**src/rtl/s_mul_seq.sv**
```systemverilog
// Saber small-secret multiplier lane sequencer: negacyclic a*s in Z_8192[x]/(x^N+1),
// one product term per cycle read-modify-written into an external accumulator RAM.
module s_mul_seq #(
  parameter int N    = 256,
  parameter int LOGN = 8
) (
  input  logic            clk,
  input  logic            rst_n,
  input  logic            start,
  input  logic            clr,
  output logic            busy,
  output logic            done,
  output logic [LOGN-1:0] s_addr,
  input  logic [3:0]      s_rdata,
  output logic [LOGN-1:0] a_addr,
  input  logic [12:0]     a_rdata,
  output logic [LOGN-1:0] acc_raddr,
  input  logic [12:0]     acc_rdata,
  output logic [LOGN-1:0] acc_waddr,
  output logic [12:0]     acc_wdata,
  output logic            acc_we
);

  // state | meaning
  // IDLE  | waiting for start
  // SREAD | s[j] address issued, no accumulator read this cycle
  // MAC   | a[i] and acc[(i+j) mod N] reads issued, i = 0..N-1
  // DRAIN | final write of the last row, done pulse
  typedef enum logic [1:0] {IDLE, SREAD, MAC, DRAIN} state_t;

  localparam logic [LOGN-1:0] LAST = LOGN'(N - 1);

  state_t          state_q, state_d;
  logic [LOGN-1:0] i_q, i_d, j_q, j_d;
  logic [LOGN-1:0] wi_q, wi_d, wj_q, wj_d;
  logic [3:0]      s_reg_q, s_reg_d;
  logic            clr_q, clr_d;
  logic            wr_q, wr_d;
  logic            busy_q, busy_d;
  logic            done_q, done_d;

  always_comb begin
    state_d = state_q;
    i_d     = i_q;
    j_d     = j_q;
    s_reg_d = s_reg_q;
    clr_d   = clr_q;
    wr_d    = (state_q == MAC);
    wi_d    = i_q;
    wj_d    = j_q;
    case (state_q)
      IDLE: begin
        if (start) begin
          clr_d   = clr;
          i_d     = '0;
          j_d     = '0;
          state_d = SREAD;
        end
      end
      SREAD: begin
        i_d     = '0;
        state_d = MAC;
      end
      MAC: begin
        if (i_q == '0) s_reg_d = s_rdata;
        i_d = i_q + 1'b1;
        if (i_q == LAST) begin
          if (j_q != LAST) begin
            j_d     = j_q + 1'b1;
            state_d = SREAD;
          end else begin
            state_d = DRAIN;
          end
        end
      end
      DRAIN: begin
        i_d     = '0;
        j_d     = '0;
        state_d = IDLE;
      end
      default: state_d = IDLE;
    endcase
    busy_d = (state_d != IDLE);
    done_d = (state_d == DRAIN);
  end

  always_ff @(posedge clk or negedge rst_n) begin
    if (!rst_n) begin
      state_q <= IDLE;
      i_q     <= '0;
      j_q     <= '0;
      wi_q    <= '0;
      wj_q    <= '0;
      s_reg_q <= '0;
      clr_q   <= 1'b0;
      wr_q    <= 1'b0;
      busy_q  <= 1'b0;
      done_q  <= 1'b0;
    end else begin
      state_q <= state_d;
      i_q     <= i_d;
      j_q     <= j_d;
      wi_q    <= wi_d;
      wj_q    <= wj_d;
      s_reg_q <= s_reg_d;
      clr_q   <= clr_d;
      wr_q    <= wr_d;
      busy_q  <= busy_d;
      done_q  <= done_d;
    end
  end

  // Write stage: operates on the indices of the MAC cycle that issued the reads.
  logic [LOGN:0] wsum;
  logic [12:0]   a2, a3, a4, mult, ri, wdata;
  logic          neg;

  assign wsum = {1'b0, wi_q} + {1'b0, wj_q};
  assign neg  = s_reg_q[3] ^ wsum[LOGN];

  always_comb begin
    a2 = {a_rdata[11:0], 1'b0};
    a4 = {a_rdata[10:0], 2'b00};
    a3 = a_rdata + a2;
    case (s_reg_q[2:0])
      3'd0:    mult = '0;
      3'd1:    mult = a_rdata;
      3'd2:    mult = a2;
      3'd3:    mult = a3;
      default: mult = a4;
    endcase
    ri    = (clr_q && (wj_q == '0)) ? '0 : acc_rdata;
    wdata = neg ? (ri - mult) : (ri + mult);
  end

  assign busy      = busy_q;
  assign done      = done_q;
  assign s_addr    = j_q;
  assign a_addr    = i_q;
  assign acc_raddr = i_q + j_q;
  assign acc_waddr = wsum[LOGN-1:0];
  assign acc_we    = wr_q;
  assign acc_wdata = wr_q ? wdata : '0;

endmodule

```
**config.mk**
```make
export PLATFORM = sky130hd
export DESIGN_NAME = s_mul_seq
export DESIGN_NICKNAME = d
export VERILOG_FILES = /design/src/rtl/s_mul_seq.sv
export SDC_FILE = /design/constraint.sdc
export NUM_CORES = 1
export LEC_CHECK = 0
export CAP_MARGIN = 15
export CORE_MARGIN = 2
export CORE_UTILIZATION = 57
export CTS_CLUSTER_DIAMETER = 40
export CTS_CLUSTER_SIZE = 24
export DETAILED_ROUTE_END_ITERATION = 8
export GPL_TIMING_DRIVEN = 0
export PLACE_DENSITY = 0.95
export SLEW_MARGIN = 20
export SYNTH_ARGS = -nofsm -noshare
export SYNTH_HDL_FRONTEND = slang
export SYNTH_SLANG_ARGS = --single-unit
```
**constraint.sdc**
```tcl
create_clock -name clk -period 11.3 [get_ports clk]
set_input_delay 1.695 -clock clk [delete_from_list [all_inputs] [get_ports clk]]
set_output_delay 1.695 -clock clk [all_outputs]
set_load 0.03 [all_outputs]
```
### Yosys cells after proc, flatten, opt, wreduce, memory -nomap -nowiden

Index checks and enable logic that the tools add are counted.

| storage, ports and cells | value |
|---|---|
| flip-flop bits (word level) | 42 |
| output and inout port bits | 48 |
| input bits | 34 |
| word-level logic and storage cells | 54 |

| cells by class | value |
|---|---|
| equality and inequality tests | 12 |
| mux-type cells | 13 |
| reduce and logical (&&, ||, !) cells | 11 |
| bitwise gates (word level) | 1 |
| $add $sub $neg | 7 |

Operator list:

| kind | number |
|---|---|
| $pmux W13 S4 | 1 |
| $pmux W8 S3 | 2 |
| $mux W13 | 3 |
| $add A13 B13 Y13 | 2 |
| $mux W8 | 3 |
| $add A8 B1 Y8 const B | 2 |
| $logic_not A8 Y1 | 2 |
| $sub A13 B13 Y13 | 1 |
| $add A8 B8 Y9 | 1 |
| $add A8 B8 Y8 | 1 |
| $eq A8 B8 Y1 const B | 1 |
| $ne A8 B8 Y1 const B | 1 |
| $pmux W2 S4 | 1 |
| $eq A2 B2 Y1 const B | 3 |
| $eq A3 B2 Y1 const B | 2 |
| $mux W2 | 3 |
| $ne A2 B1 Y1 const B | 2 |
| $reduce_and A2 Y1 | 2 |
| $reduce_and A4 Y1 | 1 |
| $eq A3 B1 Y1 const B | 1 |
| $logic_not A3 Y1 | 1 |
| $reduce_bool A3 Y1 | 1 |
| $eq A2 B1 Y1 const B | 1 |
| $logic_not A2 Y1 | 1 |
| other kinds (5) | 5 |

### Depth between registers and ports, before layout

Gate-level depths: netlist of the first run.

| depth | value |
|---|---|
| depth after elaboration | 6 |
| depth in mapped cells | 22 |
| depth with buffers taken out | 21 |

### Least setup slack after synthesis of the first run

No wires, ideal clock.

| path | value |
|---|---|
| kind | input -> output |
| start | input a_rdata[0] |
| end | output acc_wdata[12] |
| path buffers | 0 |
| arrival | 5.842 ns |
| setup slack | 3.763 ns |
| stages | 19 |
| path through | ha_1 -> fa_1 -> mux2_2 -> a22oi_1 -> nor2_1 -> a21oi_1 -> and3_1 -> nor2_1 -> xor2_1 -> ha_1 -> o21a_1 -> o31a_1 -> o41ai_1 -> o21ai_0 -> or3_1 -> a21oi_1 -> xnor2_1 -> xnor3_1 -> nor2_1 |

| on the way | value |
|---|---|
| longest elaborated chain between the ends | 5 |

Ends and longest elaborated chain:

| element | line | source |
|---|---|---|
| from (decl) | 16 | `input logic [12:0] a_rdata,` |
| $add A13 B13 Y13 | 124 | `a3 = a_rdata + a2;` |
| $pmux W13 S4 (*) | 125 | `case (s_reg_q[2:0])` |
| $add A13 B13 Y13 / $sub A13 B13 Y13 (equally long branches) | 133 | `wdata = neg ? (ri - mult) : (ri + mult);` |
| $mux W13 (*) | 133 |  |
| $mux W13 (*) | 143 | `assign acc_wdata = wr_q ? wdata : '0;` |
| to (decl) | 20 | `output logic [12:0] acc_wdata,` |

Every way passes the cells marked *; elsewhere a longest branch is shown, timed or not.

### Worst setup path after layout of the first run

| path | value |
|---|---|
| start | input a_rdata[1] |
| end | output acc_wdata[12] |

Same word-level chain as after synthesis.

==> impl_metrics.env, run 1 <==
export IMPL_cts_setup_buffers=0
export IMPL_cts_clk_slew_worst_paths_ps=70
export IMPL_grt_pass1_vias=3901
export IMPL_whs_ps=517
export IMPL_antenna_left=0
export IMPL_clk_latency_ps=290
export IMPL_ys_seq_elements=42
export IMPL_p_int_w=0.000297
export IMPL_finalSetupViolations=0
export IMPL_grt_overflow=0
export IMPL_synth_seq_area_share_pct=26.5
export IMPL_drc=0
export IMPL_hold_violations=0
export IMPL_synth_edf_count=0
export IMPL_vias=3939
export IMPL_combPwrFrac_pct=49.3
export IMPL_grt_usage_pct=27.1
export IMPL_post_drt_wl_per_cell_microns=15.9
export IMPL_min_path_cells=1
export IMPL_start_util_pct=58.6
export IMPL_drive_above_1_share_pct=5.71
export IMPL_path_common_cell="nor2_1"
export IMPL_io_buffers=81
export IMPL_fin_setup_tns_ps=0
export IMPL_worstPathBufferInverterCount=2
export IMPL_path_cells="clkdlybuf4s50_1 > ha_1 > fa_1 > mux2_2 > a22oi_1 > nor2_1 > a21oi_1 > and3_1 > nor2_1 > xor2_1 > ha_1 > o21a_1 > o31a_1 > o41ai_1 > o21ai_0 > or3_1 > a21oi_1 > xnor2_1 > xnor3_1 > nor2_1 > clkdlybuf4s50_1"
export IMPL_synth_top_cell_by_area="dfrtp_1"
export IMPL_critPathCaptureType="primary output"
export IMPL_io_pins=82
export IMPL_ys_types=60
export IMPL_syn_instance_count=471
export IMPL_rsz0062_at_grt="false"
export IMPL_slowest_delay_ps=680
export IMPL_synth_nets=551
export IMPL_worstMarginPinSlew_ps=910
export IMPL_cts_tree="done"
export IMPL_crit_family="compound AO/OA/AOI/OAI gates"
export IMPL_synth_area_top_cells="dfrtp_1, ha_1, xnor2_1"
export IMPL_min_delay_start="clr_q$_DFFE_PN0P_"
export IMPL_synth_area_sq_um=3960
export IMPL_rrSetupSlack_ps=8900
export IMPL_cap_violations=0
export IMPL_power_density_nw_per_um2=95.4
export IMPL_final_util_pct=73.5
export IMPL_first_pass_iters=5
export IMPL_numCtsBuffers=5
export IMPL_final_cell_mix="clkdlybuf4s50_1, nor2_1, ha_1, dfrtp_1, o21ai_0"
export IMPL_clock_root_buffer="clkbuf_8"
export IMPL_die_area_sq_um=7630
export IMPL_cts_buffer_depth=2
export IMPL_status="completed"
export IMPL_clkPwrFrac_pct=18.6
export IMPL_crit_required_ps=9610
export IMPL_ctsResizeCount=0
export IMPL_power_leakage_nw=2.22
export IMPL_synth_warnings=0
export IMPL_worst_setup_path_type="in2out"
export IMPL_netlist_area_leader_share_pct=26.5
export IMPL_hp_class="reg2reg"
export IMPL_first_iter_violations=206
export IMPL_antenna_found_initial=0
export IMPL_diodes=0
export IMPL_async_reset_ff_share_pct=100
export IMPL_wl_microns=10200
export IMPL_worstPathArrival_ps=7400
export IMPL_synth_avg_cell_area_sq_um=8.41
export IMPL_p_sw_share_pct=37.2
export IMPL_maxSlewViolCount=0
export IMPL_grt_pass1_wl_microns=16800
export IMPL_worstReg2RegEnd="s_addr[7]$_DFFE_PN0P_"
export IMPL_ctsHoldBuffers=0
export IMPL_dieHeight_microns=87.4
export IMPL_clock_skew_ps=4.41
export IMPL_viasPerCell=6.15
export IMPL_maxSlewHeadroom_pct=38.8
export IMPL_rows=30
export IMPL_min_to="clr_q$_DFFE_PN0P_"
export IMPL_die_x_microns=87.4
export IMPL_grt_max_degree=36
export IMPL_clock_sinks=42
export IMPL_critical_path_startpoint_type="input pin"
export IMPL_place_gp_congestion=0.946
export IMPL_design_core_area_sq_um=6760
export IMPL_power_frac_seq_pct=32.1
export IMPL_p_sw_w=0.000176
export IMPL_post_route_min_period_ps=9100
export IMPL_period_share_pct=80.5
export IMPL_htreeDepth=2
export IMPL_synth_ff_type="dfrtp_1"
export IMPL_crit_slowest_cell="clkdlybuf4s50_1"
export IMPL_reg2reg_from="s_addr[0]$_DFFE_PN0P_"
export IMPL_dp_hpwl_microns=7940
export IMPL_crit_fanout=6
export IMPL_final_common_cell="clkdlybuf4s50_1"
export IMPL_vdd_drop_max_uv=75.8
export IMPL_r2r_cells=9
export IMPL_syn_to_final_growth_pct=25.3
export IMPL_final_nets=640
export IMPL_fmax_mhz=110
==> cells by family (layout without fill, tap and decap cells) <==
kind of cell	after synthesis	count (layout)	synth area share, %
adder cells (fa/ha/maj)	46	46	15.3
XOR/XNOR	40	40	9.19
AO/OA/AOI/OAI	138	138	23.3
buffers and inverters	41	130	4.17
multiplexers	8	8	2.27
AND/OR/NAND/NOR	156	156	19.2
flip-flops	42	42	26.5
==> state kept, by name, indices dropped and copies added, names as in the netlist <==
name     count
a_addr       8
acc_we       1
busy         1
clr_q        1
done         1
s_addr       8
s_reg_q      4
state_q      2
wi_q         8
wj_q         8
==> cells in the mapped netlist, drive strengths merged, types with 5 or more instances <==
master   n
o21bai   6
o31ai    5
o21ai   42
nor2    47
xnor2   23
nand3    9
a21oi   30
a22oi    5
inv     28
nand2   35
dfrtp   42
clkbuf   8
mux2     8
nor3    11
a31oi    8
a21o     9
nor2b   10
and3    10
xor2    16
ha      42
nand2b   7
and2    15
==> stage by stage <==
step | instance area (sq um) | setup WS, ps | std cells | total power, W
floorplan | 3960 | 3760 | 471 | 0.000309
detailed placement | 4890 | 2240 | 633 | 0.000386
CTS | 4960 | 2220 | 640 | 0.000474
global route | 4960 | 1920 | 640 | 0.000500
finish | 4960 | 2200 | 640 | 0.000474
global placement | 4870 | 2340 | 632 | 0.000379
==> how the worst max path moves through the flow <==
stage / start / endpoint / slack [ps] / depth (start not counted)
after floorplan: a_rdata[0] / acc_wdata[12] / 3760 / 19
after global placement: a_rdata[1] / acc_wdata[12] / 2340 / 21
after detailed placement: a_rdata[1] / acc_wdata[12] / 2240 / 21
after CTS: a_rdata[1] / acc_wdata[12] / 2220 / 21
after global routing: a_rdata[1] / acc_wdata[12] / 1920 / 21
final: a_rdata[1] / acc_wdata[12] / 2200 / 21
==> area by class of cell <==
| type | count | area, sq um |
|---|---|---|
| Clock buffer | 7 | 76.3 |
| Tap cell | 80 | 100 |
| Sequential cell | 42 | 1050 |
| Fill cell | 497 | 1790 |
| Timing Repair Buffer | 82 | 826 |
| Buffer | 12 | 56.3 |
| Inverter | 29 | 109 |
| Multi-Input combinational cell | 388 | 2750 |
==> power groups by stage <==
stage	logic [W]	clock network (W)	registers [W]
after floorplan	0.000154	0	0.000155
after global placement	0.000225	0	0.000155
after detailed placement	0.000231	0	0.000155
after CTS	0.000232	0.0000898	0.000152
after global routing	0.000253	0.0000951	0.000152
final	0.000233	0.0000883	0.000152
==> per-layer routing <==
metal | vias up | global-route usage (%) | share of wire (%)
li1 | 1864 | - | -
met2 | 174 | 49.9 | 51
met4 | 0 | 9.79 | 2.9
met5 | - | 0 | 0
met1 | 1866 | 32.3 | 40
met3 | 35 | 3.03 | 6.4
Note: power is estimated with default switching activity, not from simulation.
==> run 2, diff against run 1 <==
Settings changed: CORE_UTILIZATION 57 to 53, PLACE_DENSITY 0.95 to 0.9.
Clock period 11.3 ns to 9.1 ns, I/O delays scaled along.
==> impl_metrics.env, run 2 (synthesis gave the netlist of run 1 again) <==
export IMPL_reg2reg_from="s_addr[0]$_DFFE_PN0P_"
export IMPL_fillers=582
export IMPL_io_pins=82
export IMPL_numCtsBuffers=5
export IMPL_clock_skew_ps=11.4
export IMPL_fmax_mhz=118
export IMPL_io_buffers=81
export IMPL_htreeDepth=2
export IMPL_vias=3829
export IMPL_fin_ws_ps=660
export IMPL_die_x_microns=90.5
export IMPL_finalSetupViolations=0
export IMPL_final_nets=640
export IMPL_antenna_found_initial=0
export IMPL_post_route_min_period_ps=8440
export IMPL_final_cell_mix="clkdlybuf4s50_1, nor2_1, ha_1, dfrtp_1, o21ai_0"
export IMPL_grt_pass1_wl_microns=17300
export IMPL_period_share_pct=92.7
export IMPL_clk_latency_ps=300
export IMPL_clock_root_buffer="clkbuf_8"
export IMPL_syn_to_final_growth_pct=26.3
export IMPL_maxSlewViolCount=0
export IMPL_crit_required_ps=7740
export IMPL_first_iter_violations=133
export IMPL_maxSlewHeadroom_pct=42.1
export IMPL_cts_tree="done"
export IMPL_hp_class="reg2reg"
export IMPL_post_drt_wl_per_cell_microns=15.3
export IMPL_power_density_nw_per_um2=119
export IMPL_first_pass_iters=6
export IMPL_worstReg2RegEnd="s_addr[7]$_DFFE_PN0P_"
export IMPL_rows=31
export IMPL_min_path_cells=0
export IMPL_diodes=0
export IMPL_place_gp_congestion=0.896
export IMPL_clock_sinks=42
export IMPL_drc=0
export IMPL_worst_setup_path_type="in2out"
export IMPL_ctsResizeCount=0
export IMPL_wl_microns=10100
export IMPL_viasPerCell=5.80
export IMPL_dieHeight_microns=90.5
export IMPL_cts_clk_slew_worst_paths_ps=80
export IMPL_vdd_drop_max_uv=70.1
export IMPL_min_delay_start="s_addr[3]$_DFFE_PN0P_"
export IMPL_design_core_area_sq_um=7250
export IMPL_critical_path_startpoint_type="input pin"
export IMPL_ctsHoldBuffers=0
export IMPL_power_leakage_nw=2.23
export IMPL_fin_setup_tns_ps=0
export IMPL_hold_violations=0
export IMPL_worstMarginPinSlew_ps=862
export IMPL_grt_max_degree=33
export IMPL_final_common_cell="clkdlybuf4s50_1"
export IMPL_dp_slack_ps=731
export IMPL_cts_setup_buffers=0
export IMPL_cts_buffer_depth=2
export IMPL_rsz0062_at_grt="false"
export IMPL_start_util_pct=54.6
export IMPL_critPathCaptureType="primary output"
export IMPL_grt_overflow=0
export IMPL_r2r_cells=9
export IMPL_grt_usage_pct=25.4
export IMPL_min_to="wj_q[3]$_DFF_PN0_"
export IMPL_dp_hpwl_microns=7940
export IMPL_cap_violations=0
export IMPL_rrSetupSlack_ps=6710
export IMPL_die_area_sq_um=8180
export IMPL_grt_pass1_vias=3802
export IMPL_status="completed"
export IMPL_crit_fanout=6
export IMPL_antenna_left=0
export IMPL_worstPathArrival_ps=7070
export IMPL_drive_above_1_share_pct=6.06
-- run 2: changes by cell type in the layout (fill, tap and decap cells not counted) --
cell,previous run,this run
clkbuf_1,10,9
clkinv_2,0,1
clkbuf_8,5,6
-- run 2: per-stage QoR --
stage,power [W],area [sq um],cells,hold slack (ps),utilization [%]
floorplan,0.000383,3960,471,463,-
global placement,0.000471,4900,651,486,67.5
detailed placement,0.000479,4910,652,485,67.7
CTS,0.000600,5000,660,498,69.0
global route,0.000632,5000,660,544,69.0
finish,0.000598,5000,660,500,69.0
-- run 2: area by class of cell --
class	count	area (sq um)	area share, %
buffer	12	56.3	1.13
multi-input combinational	388	2750	54.9
inverter	29	109	2.18
clock buffer	7	86.3	1.73
tap	99	124	2.48
clock inverter	1	5.00	0.100
sequential	42	1050	21.0
timing repair buffer	82	826	16.5
-- run 2: worst max-delay path, stage by stage --
cell	delay (ps)
clkdlybuf4s50_1	620
ha_1	260
fa_1	420
mux2_2	280
a22oi_1	140
nor2_1	60
a21oi_1	220
and3_1	310
nor2_1	70
xor2_1	150
ha_1	340
o21a_1	190
o31a_1	120
o41ai_1	440
o21ai_0	230
or3_1	340
a21oi_1	160
xnor2_1	140
xnor3_1	420
nor2_1	100
clkdlybuf4s50_1	680
-- run 2: metal layers --
| metal | wire length [microns] | share of wire, % | GRT usage (%) |
|---|---|---|---|
| met5 | 0 | 0 | 0 |
| met2 | 5230 | 52 | 47.0 |
| met3 | 507 | 5.0 | 4.17 |
| met4 | 93 | 0.92 | 5.90 |
| met1 | 4260 | 42 | 30.8 |
-- run 2: worst max path at each step --
stage | start | to | slack (ps) | cells past startpoint
2_1_floorplan | a_rdata[0] | acc_wdata[12] | 2220 | 19
3_3_place_gp | a_rdata[1] | acc_wdata[12] | 830 | 21
3_5_place_dp | a_rdata[1] | acc_wdata[12] | 730 | 21
4_1_cts | a_rdata[1] | acc_wdata[12] | 720 | 21
5_1_grt | a_rdata[1] | acc_wdata[12] | 260 | 21
6_report | a_rdata[1] | acc_wdata[12] | 660 | 21
-- run 2: power breakdown --
part / total [W] / leakage [nW] / switching, W / internal (W)
Clock: 0.000121 / 0.0482 / 0.0000596 / 0.0000612
Combinational: 0.000288 / 1.67 / 0.000160 / 0.000129
Sequential: 0.000189 / 0.508 / 0.00000122 / 0.000187
Total: 0.000598 / 2.23 / 0.000220 / 0.000377
==> run 3, diff against run 2 <==
Settings changed: CORE_MARGIN 2 to 5, CORE_UTILIZATION 53 to 48, PLACE_DENSITY 0.9 to 0.87.
Clock period 9.1 ns to 7.7 ns, I/O delays scaled along.
==> impl_metrics.env, run 3 (synthesis gave the netlist of run 1 again) <==
export IMPL_grt_overflow=0
export IMPL_post_drt_wl_per_cell_microns=15.5
export IMPL_crit_fanout=6
export IMPL_cts_clk_slew_worst_paths_ps=80
export IMPL_clock_root_buffer="clkbuf_8"
export IMPL_dieHeight_microns=101
export IMPL_dp_hpwl_microns=8230
export IMPL_fillers=695
export IMPL_p_sw_w=0.000266
export IMPL_first_iter_violations=149
export IMPL_whs_ps=505
export IMPL_hp_class="reg2reg"
export IMPL_p_int_w=0.000469
export IMPL_grt_pass1_wl_microns=17400
export IMPL_place_gp_congestion=0.871
export IMPL_grt_util_met1_pct=25.3
export IMPL_vias=3854
export IMPL_fin_ws_ps=286
export IMPL_cap_violations=0
export IMPL_fmax_mhz=135
export IMPL_status="completed"
export IMPL_io_pins=82
export IMPL_grtUsageMet2_pct=36.6
export IMPL_drive_above_1_share_pct=6.42
export IMPL_hold_violations=0
export IMPL_clkPwrFrac_pct=23.0
export IMPL_post_route_min_period_ps=7410
export IMPL_die_area_sq_um=10200
export IMPL_total_power_w=0.000735
export IMPL_grt_max_degree=24
export IMPL_worstPathArrival_ps=6260
export IMPL_die_x_microns=101
export IMPL_dp_cells=658
export IMPL_reg2reg_from="s_addr[0]$_DFFE_PN0P_"
export IMPL_combPwrFrac_pct=46.7
export IMPL_crit_required_ps=6550
export IMPL_power_density_nw_per_um2=146
export IMPL_final_cell_mix="clkdlybuf4s50_1, nor2_1, ha_1, dfrtp_1, o21ai_0"
export IMPL_clock_sinks=42
export IMPL_grtUsageMet3_pct=3.94
export IMPL_antenna_found_initial=0
export IMPL_numCtsBuffers=5
export IMPL_cts_tree="done"
export IMPL_power_frac_seq_pct=30.3
export IMPL_syn_to_final_growth_pct=27.2
export IMPL_clock_skew_ps=7.48
export IMPL_grt_usage_pct=20.8
export IMPL_diodes=0
export IMPL_design_core_area_sq_um=8130
export IMPL_grt_pass1_vias=3918
export IMPL_wl_microns=10300
export IMPL_final_nets=640
export IMPL_cts_buffer_depth=2
export IMPL_power_leakage_nw=2.24
export IMPL_stdcell_count=666
export IMPL_io_buffers=81
export IMPL_final_common_cell="clkdlybuf4s50_1"
export IMPL_maxSlewHeadroom_pct=40.8
export IMPL_finalSetupViolations=0
export IMPL_drc=0
export IMPL_cts_setup_buffers=0
export IMPL_start_util_pct=48.7
export IMPL_crit_start="a_rdata[1]"
export IMPL_period_share_pct=96.3
export IMPL_dp_slack_ps=-225
export IMPL_critPathCaptureType="primary output"
export IMPL_critical_path_startpoint_type="input pin"
export IMPL_worstMarginPinSlew_ps=882
export IMPL_first_pass_iters=5
export IMPL_min_delay_start="state_q[0]$_DFF_PN0_"
export IMPL_p_sw_share_pct=36.2
export IMPL_clk_latency_ps=290
export IMPL_viasPerCell=5.79
export IMPL_maxSlewViolCount=0
export IMPL_rows=33
export IMPL_vdd_drop_max_uv=82.5
export IMPL_worst_setup_path_type="in2out"
export IMPL_antenna_left=0
export IMPL_top_usage_layer="met2"
export IMPL_htreeDepth=2
[run 3: repair_timing]
item                                    4_1_cts  5_1_grt
gates resized for setup                       1        3
endpoints found under the setup margin        1        1
gates cloned                                  0        0
hold buffers                                  0        0
[run 3: metal layers]
metal / up-vias / wire, microns
li1: 1876 / -
met1: 1816 / 4170
met2: 138 / 5180
met3: 24 / 716
met4: 0 / 239
met5: - / 0
[run 3: power groups by stage]
stage          sequential (W)  combinational, W  clock (W)
3_3_place_gp         0.000227          0.000330          0
4_1_cts              0.000223          0.000341   0.000172
6_report             0.000223          0.000343   0.000169
2_1_floorplan        0.000227          0.000226          0
3_5_place_dp         0.000227          0.000341          0
5_1_grt              0.000223          0.000372   0.000182
[run 3: cell type report]
class | count | area, sq um | area share [%]
buffer | 12 | 56.3 | 1.12
clock buffer | 6 | 72.6 | 1.44
clock inverter | 2 | 37.5 | 0.745
inverter | 29 | 109 | 2.16
multi-input combinational | 388 | 2750 | 54.6
sequential | 42 | 1050 | 20.9
tap | 105 | 131 | 2.61
timing repair buffer | 82 | 828 | 16.4
[run 3: critical path, stage by stage]
cell and delay [ps]:
clkdlybuf4s50_1 650, ha_1 290, fa_1 420, mux2_2 280, a22oi_1 140, nor2_1 60, a21oi_1 240, and3_1 280
nor2_1 70, xor2_1 160, ha_1 340, o21a_1 190, o31a_1 130, o41ai_2 260, o21ai_0 200, or3_1 330
a21oi_1 170, xnor2_1 140, xnor3_1 420, nor2_1 110, clkbuf_2 220
[run 3: final timing paths]
check | cells after the start | to | slack, ps
hold reg to reg | 1 | state_q[0]$_DFF_PN0_ | 500
min in group asynchronous | 1 | s_addr[7]$_DFFE_PN0P_ | 840
max in group asynchronous | 2 | a_addr[7]$_DFFE_PN0N_ | 6380
setup / recovery | 21 | acc_wdata[12] | 290
setup reg to reg | 9 | s_addr[7]$_DFFE_PN0P_ | 5300
hold / removal | 1 | state_q[0]$_DFF_PN0_ | 500
[run 3: stage by stage]
step,util [%],area [sq um],setup TNS [ps]
detailed placement,60.6,4930,-225
floorplan,-,3960,0
finish,62.0,5040,0
global route,62.0,5040,-13.1
CTS,61.9,5040,0
global placement,60.3,4900,-158
